`src/rtl/truth_table_scanner_pkg.sv`:
```
// Shared state encoding, table-width helper and hold-counter width for the
// truth table scanner and its hold timer.
package truth_table_scanner_pkg;

    typedef enum logic [1:0] {
        IDLE,
        SCAN,
        DONE
    } tts_state_t;

    localparam int HOLD_W = 4;

    function automatic int TT_W(input int n);
        return 1 << n;
    endfunction

endpackage

```
`src/rtl/tts_hold_timer.sv`:
```
// Settle-window timer: counts 0..HOLD_CYCLES-1 while enabled and flags the
// final count as the cycle on which the function output is sampled.
module tts_hold_timer
    import truth_table_scanner_pkg::*;
#(
    parameter int HOLD_CYCLES = 2
) (
    input  logic clk,
    input  logic rst_n,
    input  logic i_clear,
    input  logic i_enable,
    output logic o_sample_tick
);

    localparam logic [HOLD_W-1:0] LAST_COUNT = HOLD_W'(HOLD_CYCLES - 1);

    logic [HOLD_W-1:0] r_count;

    assign o_sample_tick = i_enable && (r_count == LAST_COUNT);

    // The count wraps on the sample tick so the next vector gets a full window.
    always_ff @(posedge clk or negedge rst_n) begin
        if (!rst_n) begin
            r_count <= '0;
        end else if (i_clear || o_sample_tick) begin
            r_count <= '0;
        end else if (i_enable) begin
            r_count <= r_count + 1'b1;
        end
    end

endmodule

```
`src/rtl/truth_table_scanner.sv`:
```
// Exhaustive on-chip scan of an N-input combinational block into a truth table.
// Define TT_COMPARE_EN to add the expected-table comparison ports.
module truth_table_scanner
    import truth_table_scanner_pkg::*;
#(
    parameter int N           = 4,
    parameter int HOLD_CYCLES = 2
) (
    input  logic                clk,
    input  logic                rst_n,
    input  logic                start,
    input  logic                f_in,
`ifdef TT_COMPARE_EN
    input  logic [TT_W(N)-1:0]  expected,
    output logic                mismatch,
    output logic [N-1:0]        first_bad,
`endif
    output logic [N-1:0]        w_out,
    output logic [TT_W(N)-1:0]  truth,
    output logic [N:0]          ones_cnt,
    output logic                busy,
    output logic                done
);

    localparam int            TTW      = TT_W(N);
    localparam logic [N-1:0]  LAST_IDX = N'(TTW - 1);

    tts_state_t     r_state;
    tts_state_t     w_nextState;
    logic           w_accept;
    logic           w_sampleTick;
    logic [N-1:0]   r_index;
    logic [TTW-1:0] r_truth;
    logic [N:0]     r_ones;

    tts_hold_timer #(
        .HOLD_CYCLES(HOLD_CYCLES)
    ) u_hold_timer (
        .clk          (clk),
        .rst_n        (rst_n),
        .i_clear      (w_accept),
        .i_enable     (r_state == SCAN),
        .o_sample_tick(w_sampleTick)
    );

    always_ff @(posedge clk or negedge rst_n) begin
        if (!rst_n) begin
            r_state <= IDLE;
        end else begin
            r_state <= w_nextState;
        end
    end

    always_comb begin
        w_nextState = r_state;
        w_accept    = 1'b0;
        case (r_state)
            IDLE: begin
                if (start) begin
                    w_nextState = SCAN;
                    w_accept    = 1'b1;
                end
            end
            SCAN: begin
                if (w_sampleTick && (r_index == LAST_IDX)) begin
                    w_nextState = DONE;
                end
            end
            DONE: begin
                w_nextState = IDLE;
            end
            default: begin
                w_nextState = IDLE;
            end
        endcase
    end

    // The index parks on the last vector so w_out keeps showing it after the scan.
    always_ff @(posedge clk or negedge rst_n) begin
        if (!rst_n) begin
            r_index <= '0;
            r_truth <= '0;
            r_ones  <= '0;
        end else if (w_accept) begin
            r_index <= '0;
            r_truth <= '0;
            r_ones  <= '0;
        end else if (w_sampleTick) begin
            r_truth[r_index] <= f_in;
            r_ones           <= r_ones + {{N{1'b0}}, f_in};
            if (r_index != LAST_IDX) begin
                r_index <= r_index + 1'b1;
            end
        end
    end

`ifdef TT_COMPARE_EN
    logic         r_mismatch;
    logic [N-1:0] r_firstBad;

    // Only the first disagreement is recorded; later ones leave first_bad alone.
    always_ff @(posedge clk or negedge rst_n) begin
        if (!rst_n) begin
            r_mismatch <= 1'b0;
            r_firstBad <= '0;
        end else if (w_accept) begin
            r_mismatch <= 1'b0;
            r_firstBad <= '0;
        end else if (w_sampleTick && !r_mismatch && (f_in != expected[r_index])) begin
            r_mismatch <= 1'b1;
            r_firstBad <= r_index;
        end
    end

    assign mismatch  = r_mismatch;
    assign first_bad = r_firstBad;
`endif

    assign w_out    = r_index;
    assign truth    = r_truth;
    assign ones_cnt = r_ones;
    assign busy     = (r_state == SCAN);
    assign done     = (r_state == DONE);

endmodule
```
`config.mk`:
```
export PLATFORM = sky130hd
export DESIGN_NAME = truth_table_scanner
export DESIGN_NICKNAME = d
export VERILOG_FILES = /design/src/rtl/truth_table_scanner_pkg.sv /design/src/rtl/tts_hold_timer.sv /design/src/rtl/truth_table_scanner.sv
export SDC_FILE = /design/constraint.sdc
export NUM_CORES = 1
export LEC_CHECK = 0
export BUFFER_PORTS_ARGS = -buffer_cell sky130_fd_sc_hd__clkbuf_2
export CORE_MARGIN = 5
export CORE_UTILIZATION = 49
export CTS_CLUSTER_DIAMETER = 40
export DETAILED_ROUTE_END_ITERATION = 12
export GPL_ROUTABILITY_DRIVEN = 0
export PLACE_DENSITY = 0.84
export SETUP_SLACK_MARGIN = 0.02
export SYNTH_ARGS = -nofsm -noshare
export SYNTH_HDL_FRONTEND = slang
export SYNTH_HIERARCHICAL = 1
export SYNTH_SLANG_ARGS = --single-unit
```
`constraint.sdc`:
```
create_clock -name clk -period 1.78 [get_ports clk]
set_input_delay 0.089 -clock clk [delete_from_list [all_inputs] [get_ports clk]]
set_output_delay 0.089 -clock clk [all_outputs]
set_load 0.01 [all_outputs]
```
# Word level (Yosys, flattened, before mapping)
# Index checks and enable logic that the tools add are counted.
[op_classes] n_eq_ne=7 bitwise_logic=0 shifts=0 multipliers=0 magnitude_cmp=2 n_reduce_logical=10 n_addsub=3 mux=17 div_mod_pow=0
[op_table] operator="16-bit 2-to-1 mux" count=2
[op_table] operator="4-bit 2-to-1 mux" count=5
[op_table] operator="16-bit bitwise mux" count=1
[op_table] operator="5-bit 2-to-1 mux" count=2
[op_table] operator="4-bit by 1-bit adder with 4-bit output (second input constant)" count=2
[op_table] operator="2-bit nonzero test" count=3
[op_table] operator="5-bit by 1-bit adder with 5-bit output" count=1
[op_table] operator="4-bit by 5-bit less-than comparator with 1-bit output (second input constant)" count=1
[op_table] operator="1-bit demux with 4-bit select" count=1
[op_table] operator="4-bit by 1-bit equality test with 1-bit output (second input constant)" count=1
[op_table] operator="4-bit equality test (second input constant)" count=1
[op_table] operator="4-bit by 1-bit greater-or-equal comparator with 1-bit output (second input constant)" count=1
[op_table] operator="2-bit 2-to-1 mux" count=2
[op_table] operator="2-bit != test (second input constant)" count=2
[op_table] operator="4-bit != test (second input constant)" count=1
[op_table] operator="2-bit one-hot mux with 2 select lines" count=1
[op_table] operator="2-bit AND reduction" count=2
[op_table] operator="1-bit logical AND" count=3
[op_table] operator="1-bit 2-to-1 mux" count=3
[op_table] operator="2-bit by 1-bit equality test with 1-bit output (second input constant)" count=1
[op_table] operator="2-bit equality test (second input constant)" count=1
[op_table] operator="2-bit zero test" count=1
[op_table] operator="1-bit logical OR" count=1
[word_totals] ramBits=0 mem_count=0 output_inout_bits=27 wordCells=44 latchBits=0 ff_bits=31 in_bits=4 romBits=0

# Depth between registers and ports, before layout
[depth] ltp_word=7 ltp_mapped=7 depth_no_buf=6

# Cells and area by module
# The synthesis kept the hierarchy.
[modules_own_cells] module="truth_table_scanner" seq_area_each_um2=675.6 cells_per_inst=131 instances=1 area_each_um2=1386.3
[modules_own_cells] module="tts_hold_timer" seq_area_each_um2=100.1 cells_per_inst=19 instances=1 area_each_um2=217.7

# Worst setup path before layout
# OpenSTA, ideal clock, no wires.
[synth_path] path_type="reg-to-reg" start="register r_state[1]" end="register r_truth[7], in the netlist truth[7]" path_buffers=1 required_ps=1659 period_less_slack_ps=1836 setup_time_ps=121 setup_slack_ps=-56 arrival_ps=1715 stages_incl_launch_ff=7 cell_sequence="dfrtp_1 -> nor2b_1 -> and4bb_4 -> buf_2 -> nand4b_1 -> mux2i_1 -> nor2_1"
[synth_between] elab_chain_cells=3 elab_cells_between_ends=6 classes_between="eq/ne: 1; mux: 2; reduce/logical: 3"
[synth_rtl] item="from (decl)" line_no="truth_table_scanner.sv:28" source="tts_state_t r_state;"
[synth_rtl] item="from (signal assigned)" line_no="truth_table_scanner.sv:50" source="r_state <= w_nextState;"
[synth_rtl] item="2-bit by 1-bit equality test with 1-bit output"
[synth_rtl] item="net busy" line_no="truth_table_scanner.sv:21" source="output logic busy,"
[synth_rtl] item="1-bit logical AND" line_no="tts_hold_timer.sv:19" source="assign o_sample_tick = i_enable && (r_count == LAST_COUNT);"
[synth_rtl] item="net w_sampleTick" line_no="truth_table_scanner.sv:31" source="logic w_sampleTick;"
[synth_rtl] item="2-bit nonzero test (no source line)"
[synth_rtl] item="to (signal, indexed assignment)" line_no="truth_table_scanner.sv:89" source="r_truth[r_index] <= f_in;"
[synth_rtl] item="to (decl)" line_no="truth_table_scanner.sv:33" source="logic [TTW-1:0] r_truth;"
# The timed path passes the listed nets, and every way through them passes these cells.
# A chain may end at the register's enable or synchronous reset.

# Worst setup path after layout
[layout_path] start="register u_hold_timer.r_count[1]" end="register r_truth[7], in the netlist truth[7]"
[layout_between] elab_chain_cells=3
[layout_rtl] item="from (decl)" line_no="tts_hold_timer.sv:17" source="logic [HOLD_W-1:0] r_count;"
[layout_rtl] item="from (signal assigned)" line_no="tts_hold_timer.sv:28" source="r_count <= r_count + 1'b1;"
[layout_rtl] item="4-bit by 1-bit equality test with 1-bit output" line_no="tts_hold_timer.sv:19"
[layout_rtl] item="1-bit logical AND" line_no="tts_hold_timer.sv:19"
[layout_rtl] item="net w_sampleTick" line_no="truth_table_scanner.sv:31"
[layout_rtl] item="2-bit nonzero test (no source line)"
# The timed path passes the listed nets, and every way through them passes these cells.

==> results.tsv <==
metric	value	unit
status	finished clean	
DR DRC count	0	
Root Driver	clkbuf_4	
Crit Path Category	reg -> reg	
clock insertion delay at the later pin of the skew report	0.33	ns
antenna violations before repair	0	
GRT Resource Usage Total	16.9	%
type of destination of the critical path	flip-flop	
worst hold path type	in -> reg	
IO Port Bufs	30	
final setup TNS	0	ns
CTS buffer count	5	
first-iteration detailed-routing DRC count	62	
filler cell count in the final layout	271	
CTS Buffer Depth	2	
HPWL after DPL	2.37	mm
DRT antenna net count	0	
final WL	3.41	mm
final hold vios	0	
DP Worst Slack	0.0614	ns
final worst slack	0.144	ns
post-synth top area share	48.4	%
Slew headroom	48.4	%
Synth Instances	150	
chip width	67.2	um
global-route wire length before repair	5.55	mm
maximum clock rate	611	MHz
Yosys warning count	6	
power per cell area	1530	mW/mm^2
WHS	0.159	ns
Setup Skew	0.00450	ns
top post-synthesis cells by area	dfrtp_1, mux2i_1, ha_1	
DRT Pass-1 Iters	4	
leakage power figure	0.973	nW
TritonCTS Sinks	31	
# diodes	0	
Final Setup Violations	0	
Worst setup SP type	flip-flop	
sequential element share of the synthesized area	48.4	%
Die Y	67.2	um
leading area contributor after synthesis	dfrtp_1	
Vias	1239	
Resize count post-CTS	0	
Vias/cell	5.43	
Netlist cell types	30	
largest net degree at the start of global routing	32	
CP arrival	1.86	ns
Core Area	0.00310	mm^2
Starting Density	51.7	%
layout overhead on the synthesized area	15.8	%
Critical Path RT	2.00	ns
DIE AREA	0.00452	mm^2
top-level I/O count	31	
Synth Register Bits	31	
Least-Margin Pin Slew	0.775	ns
vias in the first global route	1226	
Avg Inst Size Synth	10.7	um^2
MaxCap Viol Count	0	
Final nets	197	
peak supply drop	0.560	mV
Worst Path Max Fanout	6	
CTS tree	yes	
clk slew on worst S/H paths	0.08	ns
synthesized area	0.00160	mm^2
Worst R2R Path Depth	7	
fin crit share	91.9	%
RSZ-0062 raised after global routing	no	
GR Overflow Total	0	
ratio of cells with drive above 1 in the final layout	27.7	%
row count	20	
pins over their slew limit	0	
post-layout minimum cycle time	1.64	ns
syn nets	162	
hold path cells	3	
H-tree level count	2	
Avg WL per Cell	14.9	um
## placed cells by master, fill, tap and decap left out, types with 2 or more instances in the layout
| master | Yosys | final |
|---|---|---|
| nor3b_1 | 2 | 2 |
| buf_4 | 2 | 7 |
| mux2i_1 | 14 | 14 |
| a211oi_1 | 3 | 3 |
| inv_1 | 4 | 4 |
| nand2_1 | 6 | 6 |
| nand4_1 | 12 | 12 |
| ha_1 | 8 | 8 |
| nand4b_1 | 8 | 8 |
| nor2_1 | 22 | 22 |
| xor2_1 | 5 | 5 |
| a21oi_1 | 5 | 5 |
| clkbuf_2 | 0 | 30 |
| o21ai_0 | 4 | 4 |
| clkbuf_4 | 0 | 5 |
| dfrtp_1 | 31 | 31 |
| nor2b_1 | 3 | 2 |
## through the flow
stage               util [%]  std cells  total power, W  area (um^2)
floorplan                  -        150         0.00205         1610
global placement        57.3        218         0.00232         1780
detailed placement      57.3        218         0.00243         1780
CTS                     59.0        225         0.00279         1830
global route            59.8        228         0.00308         1860
finish                  59.8        228         0.00284         1860
## worst max-delay path, cell delays in order, from the launching register on
cell      delay [ns]
dfrtp_1         0.42
inv_1           0.08
ha_1            0.18
and4bb_4        0.30
buf_4           0.16
nand4b_1        0.15
mux2i_1         0.19
nor2_1          0.06
## flip-flops by register name, indices dropped and copies added, names as in the netlist
signal                cells
u_hold_timer/r_count      4
ones_cnt                  5
truth                    16
w_out                     4
r_state                   2
## worst paths after layout
path / end / slack [ns] / start
worst max register to register: truth[7] / 0.14 / u_hold_timer/r_count[1]
worst min register to register: r_state[1] / 0.51 / r_state[1]
max in group asynchronous: u_hold_timer/r_count[3] / 0.92 / rst_n
worst min-delay path: ones_cnt[3] / 0.16 / start
worst max-delay path: truth[7] / 0.14 / u_hold_timer/r_count[1]
min in group asynchronous: truth[10] / 0.37 / rst_n
## final cells by class
class	instances	area [um^2]	share of cell area, %
clock buffers	6	41.3	2.22
multi-input cells	105	757	40.8
well taps	44	55.1	2.96
inverters	4	15.0	0.809
flip-flops and latches	31	776	41.8
repair buffers	38	213	11.5
## cells in the mapped netlist
| cell type | instances |
|---|---|
| ha_1 | 8 |
| or2_4 | 1 |
| clkbuf_1 | 1 |
| nor2_2 | 1 |
| and4bb_4 | 1 |
| mux2i_1 | 14 |
| nor3b_1 | 2 |
| nand4b_1 | 8 |
| a31o_1 | 1 |
| a211oi_1 | 3 |
| nor3b_2 | 1 |
| buf_2 | 6 |
| xnor2_1 | 1 |
| inv_1 | 4 |
| xor2_1 | 5 |
| a211oi_2 | 1 |
| a21oi_1 | 5 |
| nand2_1 | 6 |
| or2_2 | 1 |
| nor2_1 | 22 |
| a21o_1 | 1 |
| o21ai_0 | 4 |
| dfrtp_1 | 31 |
| nand3_1 | 1 |
| a31o_2 | 1 |
| buf_6 | 2 |
| nor3_1 | 1 |
| buf_4 | 2 |
| nand4_1 | 12 |
| nor2b_1 | 3 |
## cells by family after synthesis
family          share of synthesized area, %
mux                                     8.74
buf+inv                                 5.38
simple gates                            21.5
compound gates                          6.55
xor+xnor                                3.28
fa+ha+maj                               6.24
flops                                   48.4
## routing by layer
metal	global-route usage (%)	vias up	wire length, um
met5	0	-	0
met4	7.85	0	49
met3	7.15	7	209
met2	27.6	36	1680
met1	19.1	599	1470
li1	-	597	-
## repair_timing
| action | 4_1_cts | 5_1_grt |
|---|---|---|
| endpoints found under the hold margin | 31 | 0 |
| setup endpoints to repair | 0 | 8 |
| buffers inserted | 0 | 2 |
| hold buffers | 1 | 0 |
## power by group
part	internal, W	total (W)	switching [W]
logic	0.000580	0.00127	0.000692
clock network	0.000140	0.000356	0.000216
registers	0.000939	0.00122	0.000276
(Power assumes the default switching activity.)
